File: config.mk
export PLATFORM = sky130hd
export DESIGN_NAME = button_bouncer
export DESIGN_NICKNAME = d
export VERILOG_FILES = /design/src/rtl/button_bouncer.sv
export SDC_FILE = /design/constraint.sdc
export NUM_CORES = 1
export LEC_CHECK = 0
export ABC_AREA = 1
export CAP_MARGIN = 20
export CELL_PAD_IN_SITES_DETAIL_PLACEMENT = 0
export CELL_PAD_IN_SITES_GLOBAL_PLACEMENT = 2
export CORE_MARGIN = 10
export CORE_UTILIZATION = 32
export CTS_CLUSTER_DIAMETER = 200
export DETAILED_ROUTE_END_ITERATION = 7
export PLACE_DENSITY = 0.86
export REMOVE_ABC_BUFFERS = 1
export SYNTH_ARGS = -nofsm -noshare
export SYNTH_HDL_FRONTEND = slang
export SYNTH_SLANG_ARGS = --single-unit
File: constraint.sdc
create_clock -name clk -period 1.7 [get_ports clk]
set_clock_uncertainty 0.05 [all_clocks]
set_input_delay 0.34 -clock clk [delete_from_list [all_inputs] [get_ports clk]]
set_output_delay 0.34 -clock clk [all_outputs]
set_load 0.05 [all_outputs]
File: src/rtl/button_bouncer.sv
// Purpose : synthetic contact-bounce generator; a clean level in, switch-like chatter out.
// Latency : 1 cycle pass-through when disabled; BOUNCE_CYCLES cycles of chatter per level change when enabled.
// Backpressure: none; free-running stream, level_in is sampled every cycle and never stalled.
//
// Ports
//   clk            clock, all state changes on posedge
//   reset          synchronous, active-high; wins over everything, may land mid-burst
//   enable         1 = generate bounce, 0 = registered pass-through of level_in
//   level_in       clean level to emulate, synchronous to clk
//   bounce_out     registered bouncy copy of level_in
//   busy           registered, high for every cycle a chatter window is in progress
//   chatter_count  bounce_out toggles seen inside chatter windows since reset, saturating at 255
//
// Parameters
//   BOUNCE_CYCLES  chatter window length in clk cycles, legal 1..255
//   SEED           LFSR reset value; zero is mapped to 8'h01 so the LFSR never locks up

module button_bouncer #(
    parameter int unsigned BOUNCE_CYCLES = 32,
    parameter logic [7:0]  SEED          = 8'hA5
) (
    input  logic       clk,
    input  logic       reset,
    input  logic       enable,
    input  logic       level_in,
    output logic       bounce_out,
    output logic       busy,
    output logic [7:0] chatter_count
);

    typedef enum logic {
        IDLE   = 1'b0,
        BOUNCE = 1'b1
    } state_t;

    // An all-zero LFSR would stay at zero forever, so a zero seed becomes 1.
    localparam logic [7:0] LFSR_INIT = (SEED == 8'h00) ? 8'h01 : SEED;

    // The entry cycle itself is the first chatter cycle, so the counter is
    // loaded with one less than the window length and the window ends on the
    // cycle that observes cnt == 0.
    localparam logic [7:0] CNT_LOAD = 8'(BOUNCE_CYCLES - 1);

    state_t     state;
    logic       target;     // last accepted level
    logic [7:0] cnt;        // cycles of chatter left after the current one
    logic [7:0] lfsr;

    logic       lfsr_fb;
    logic       level_change;
    logic       nxt_bounce;
    logic       chatter_inc;

    // Taps 8,6,5,4: maximal length, period 255.
    assign lfsr_fb      = lfsr[7] ^ lfsr[5] ^ lfsr[4] ^ lfsr[3];
    assign level_change = (level_in != target);

    // Next value of bounce_out. Kept separate from the FSM because the
    // chatter counter needs to compare it against the current output.
    // Priority inside a window: disable, then reversal, then window end.
    always_comb begin
        nxt_bounce = bounce_out;
        if (!enable) begin
            nxt_bounce = level_in;
        end else if (level_change) begin
            nxt_bounce = lfsr[0];
        end else if (state == BOUNCE) begin
            nxt_bounce = (cnt == 8'd0) ? target : lfsr[0];
        end else begin
            nxt_bounce = target;
        end
    end

    // Every toggle of bounce_out decided while in BOUNCE counts, including the
    // settling edge and an abort edge; the entry edge (decided in IDLE) does not.
    assign chatter_inc = (state == BOUNCE) && (nxt_bounce != bounce_out) &&
                         (chatter_count != 8'hFF);

    always_ff @(posedge clk) begin
        if (reset) begin
            state         <= IDLE;
            target        <= 1'b0;
            cnt           <= 8'd0;
            lfsr          <= LFSR_INIT;
            bounce_out    <= 1'b0;
            busy          <= 1'b0;
            chatter_count <= 8'd0;
        end else begin
            // The LFSR runs regardless of state so the chatter pattern depends
            // only on the time since reset, which keeps runs repeatable.
            lfsr       <= {lfsr[6:0], lfsr_fb};
            bounce_out <= nxt_bounce;
            if (chatter_inc) begin
                chatter_count <= chatter_count + 8'd1;
            end

            case (state)
                IDLE: begin
                    if (!enable) begin
                        target <= level_in;
                        busy   <= 1'b0;
                    end else if (level_change) begin
                        target <= level_in;
                        cnt    <= CNT_LOAD;
                        busy   <= 1'b1;
                        state  <= BOUNCE;
                    end
                end

                BOUNCE: begin
                    if (!enable) begin
                        // Abort: follow the input directly from the next cycle.
                        target <= level_in;
                        busy   <= 1'b0;
                        state  <= IDLE;
                    end else if (level_change) begin
                        // Reversal mid-burst restarts a full window; busy stays high.
                        target <= level_in;
                        cnt    <= CNT_LOAD;
                    end else if (cnt == 8'd0) begin
                        busy  <= 1'b0;
                        state <= IDLE;
                    end else begin
                        cnt <= cnt - 8'd1;
                    end
                end

                default: begin
                    state <= IDLE;
                    busy  <= 1'b0;
                end
            endcase
        end
    end

endmodule

==> results_dict.tcl <==
set metrics [dict create \
    outcome "complete, no violations" \
    vdd_ir_drop_max_mv 0.434 \
    synth.ff_latch_count 28 \
    period_needed_ps 1660 \
    drive_above_1_share_pct 36.0 \
    gp_congestion 0.817 \
    fin_tns_setup_ps 0 \
    core_area_mm2 0.00400 \
    drtIter0Drc 24 \
    multi_input_comb_area_um2 757 \
    holdBufCountCts 0 \
    switching_share_pct 26.7 \
    relSlewSlack_pct 72.8 \
    rows 23 \
    worstPathMaxFanout 5 \
    crit_type "reg -> reg" \
    synthCells 162 \
    crit_path_end_kind "flop" \
    place_ws_ps -391 \
    firstDrtPassIters 4 \
    cts-root-buf "clkbuf_8" \
    grt_usage_pct 8.03 \
    syn_area_mm2 0.00132 \
    num_io_pins 14 \
    critPathRequiredTime_ps 1810 \
    clk_pin_slew_ps 100 \
    total_power_mw 1.57 \
    cpPeakStageDelay_ps 330 \
    fill_cells 380 \
    post_synth.cell_area_avg_um2 8.16 \
    setup_viol 0 \
    antenna_found_initial 0 \
    grt_pass1_vias 1151 \
    grt_max_degree 17 \
    cts-htree-levels 1 \
    grt.overflow.total 0 \
    slew_violations 0 \
    ys_warn_count 0 \
    ant_nets 0 \
    slowest_stage "dfxtp_2" \
    cts_sinks 28 \
    vias_per_cell 4.71 \
    seq_area_frac_synth_pct 42.4 \
    antenna_cells 0 \
    hold_viol_final 0 \
    holdCritPathClass "reg -> reg" \
    timing.critical_path.buf_inv 3 \
    synthDistinctLibCells 31 \
    max-cap-violations 0 \
    p_clk_share_pct 33.0 \
    ys_top_cells_by_area "dfxtp_1 42%, nand2_1 7.4%, nand4_1 5.2%" \
    insertion_delay_ps 270 \
    grt_setup_unrepaired "true" \
    p_switching_uw 420 \
    yosysTopAreaCell "dfxtp_1" \
    fin_ws_ps 35.1 \
    fin_nets 208 \
    start_util_pct 33.1 \
    hpwl_um 2160 \
    wl_per_cell_um 11.5 \
    cts_buffers 3 \
    fmaxAchievable_mhz 601 \
    areaGrowthSynthToFinish_pct 43.8 \
    grt_pass1_wl_um 4970 \
    p_per_area_mw_per_mm2 827 \
    drc_errors 0 \
    die-area_mm2 0.00710 \
    arrival_ps 1780 \
    tightest_slew_ps 408 \
    io_buffer_count 13 \
    yosysTopAreaCellShare_pct 42.4 \
    start_kind "flop" \
    p_int_mw 1.15 \
    utilization_pct 47.5 \
    comb_power_share_pct 20.5 \
    die_h_um 84.3 \
    path_common_cell "inv_2" \
    seq_power_share_pct 46.5 \
    die_x_um 84.3 \
    vias 1177 \
    path_delay_family "simple AND/OR/NAND/NOR gates" \
    p_leak_nw 0.821 \
    path_cells "inv_2, ha_4, nand2_4, nor2_4, nand2_2, nand3_1, inv_2, buf_4, o21ai_0, a31oi_1" \
    drt_wl_total_um 2860 \
    cts_buffer_depth 2 \
    fin_crit_sh_pct 97.9 \
    cts_tree "done" \
    regArea_um2 567 \
]
==> path summary, 6_finish.rpt <==
check / startpoint / endpoint / slack, ps / cells after the start
worst min-delay path: lfsr[2]$_SDFF_PP1_ / lfsr[3]$_SDFF_PP0_ / 360 / 2
worst min register to register: lfsr[2]$_SDFF_PP1_ / lfsr[3]$_SDFF_PP0_ / 360 / 2
worst max register to register: cnt[0]$_SDFFE_PP0P_ / cnt[1]$_SDFFE_PP0P_ / 40 / 10
worst max-delay path: cnt[0]$_SDFFE_PP0P_ / cnt[1]$_SDFFE_PP0P_ / 40 / 10
==> per-stage QoR <==
| stage | instance area, um2 | instances | hold WS (ps) |
|---|---|---|---|
| 2_1_floorplan | 1320 | 160 | 338 |
| 5_1_grt | 1900 | 250 | 383 |
| 3_3_place_gp | 1700 | 238 | 341 |
| 3_5_place_dp | 1700 | 238 | 351 |
| 6_report | 1900 | 250 | 360 |
| 4_1_cts | 1830 | 246 | 365 |
==> metal layers <==
metal	up-vias	part of all wire, %	track usage [%]
met4	0	1.2	1.37
met5	-	0	0
met2	20	46	13.5
met1	533	47	9.52
met3	4	6.0	3.09
li1	620	-	-
==> synth_stat cells <==
cell type and instances:
or2_2 3, dfxtp_1 28, nand2_4 1, inv_2 4, o21bai_1 1, nor2_4 1, clkbuf_1 2, a21oi_2 1
a31oi_1 2, nand4_1 11, nand3_4 2, nor3_1 1, o211ai_1 1, nand2_1 26, inv_1 16, nand3_1 2
nor4_4 1, and3_1 1, o21ai_0 10, nand3_2 2, nand2_2 4, a32o_1 1, a22oi_1 1, o21a_1 1
nor2_2 2, xor2_1 4, ha_1 3, xnor2_1 5, nor2_1 15, nand3b_1 1, a21oi_1 9
==> cells in the final DEF (no fill, tap or decap), drive strengths merged <==
master and instances:
clkdlybuf4s50 2, clkbuf 3, a22oi 1, o21ai 10, nor2 18, buf 32
bufinv 1, nand2 32, dlygate4sd2 1, xor2 4, inv 20, or2 3
a31oi 2, and3 1, ha 3, nand4 11, a21oi 10, nand3b 1
nor3 1, xnor2 5, nand3 6, o21a 1, nor4 1, o21bai 1
a32o 1, dfxtp 28, o211ai 1
==> layout make-up <==
| cell class | count | share of cell area (%) |
|---|---|---|
| Clock buffer | 3 | 2.17 |
| Clock inverter | 1 | 1.58 |
| Inverter | 20 | 3.95 |
| Multi-Input combinational cell | 113 | 39.8 |
| Sequential cell | 28 | 29.8 |
| Tap cell | 50 | 3.29 |
| Timing Repair Buffer | 35 | 19.4 |
==> power groups by stage <==
stage | Combinational [mW] | Clock, mW | Sequential (mW)
4_1_cts | 0.289 | 0.531 | 0.731
3_3_place_gp | 0.261 | 0 | 0.739
5_1_grt | 0.359 | 0.571 | 0.738
2_1_floorplan | 0.153 | 0 | 0.757
3_5_place_dp | 0.267 | 0 | 0.740
6_report | 0.322 | 0.519 | 0.731
==> state kept, by name, summed over array words and instances (netlist names) <==
signal,cells
chatter_count,8
lfsr,8
target,1
cnt,8
bounce_out,1
busy,1
state,1
==> repair_timing <==
| action | in CTS | in global routing |
|---|---|---|
| pin swaps | 7 | 5 |
| setup buffers | 3 | 4 |
| cloned | 1 | 0 |
| setup endpoints to repair | 12 | 15 |
| gates resized for setup | 11 | 12 |
==> cell families (layout without fill, tap and decap cells) <==
logic type | after synthesis | after routing | share of synthesized area, %
xor+xnor | 9 | 9 | 5.96
buf+inv | 22 | 59 | 6.24
compound gates | 27 | 27 | 11.8
flops | 28 | 28 | 42.4
simple gates | 73 | 74 | 30.7
fa+ha+maj | 3 | 3 | 2.84
==> worst reg2reg max path: cells and delay by family, from the launching register on <==
kind	cells	cell delay [ps]
adder cells (fa/ha/maj)	1	140
flip-flops	1	330
buffers and inverters	3	330
AO/OA/AOI/OAI	2	210
AND/OR/NAND/NOR	4	490
No activity file was read; power rests on OpenSTA's default activity.
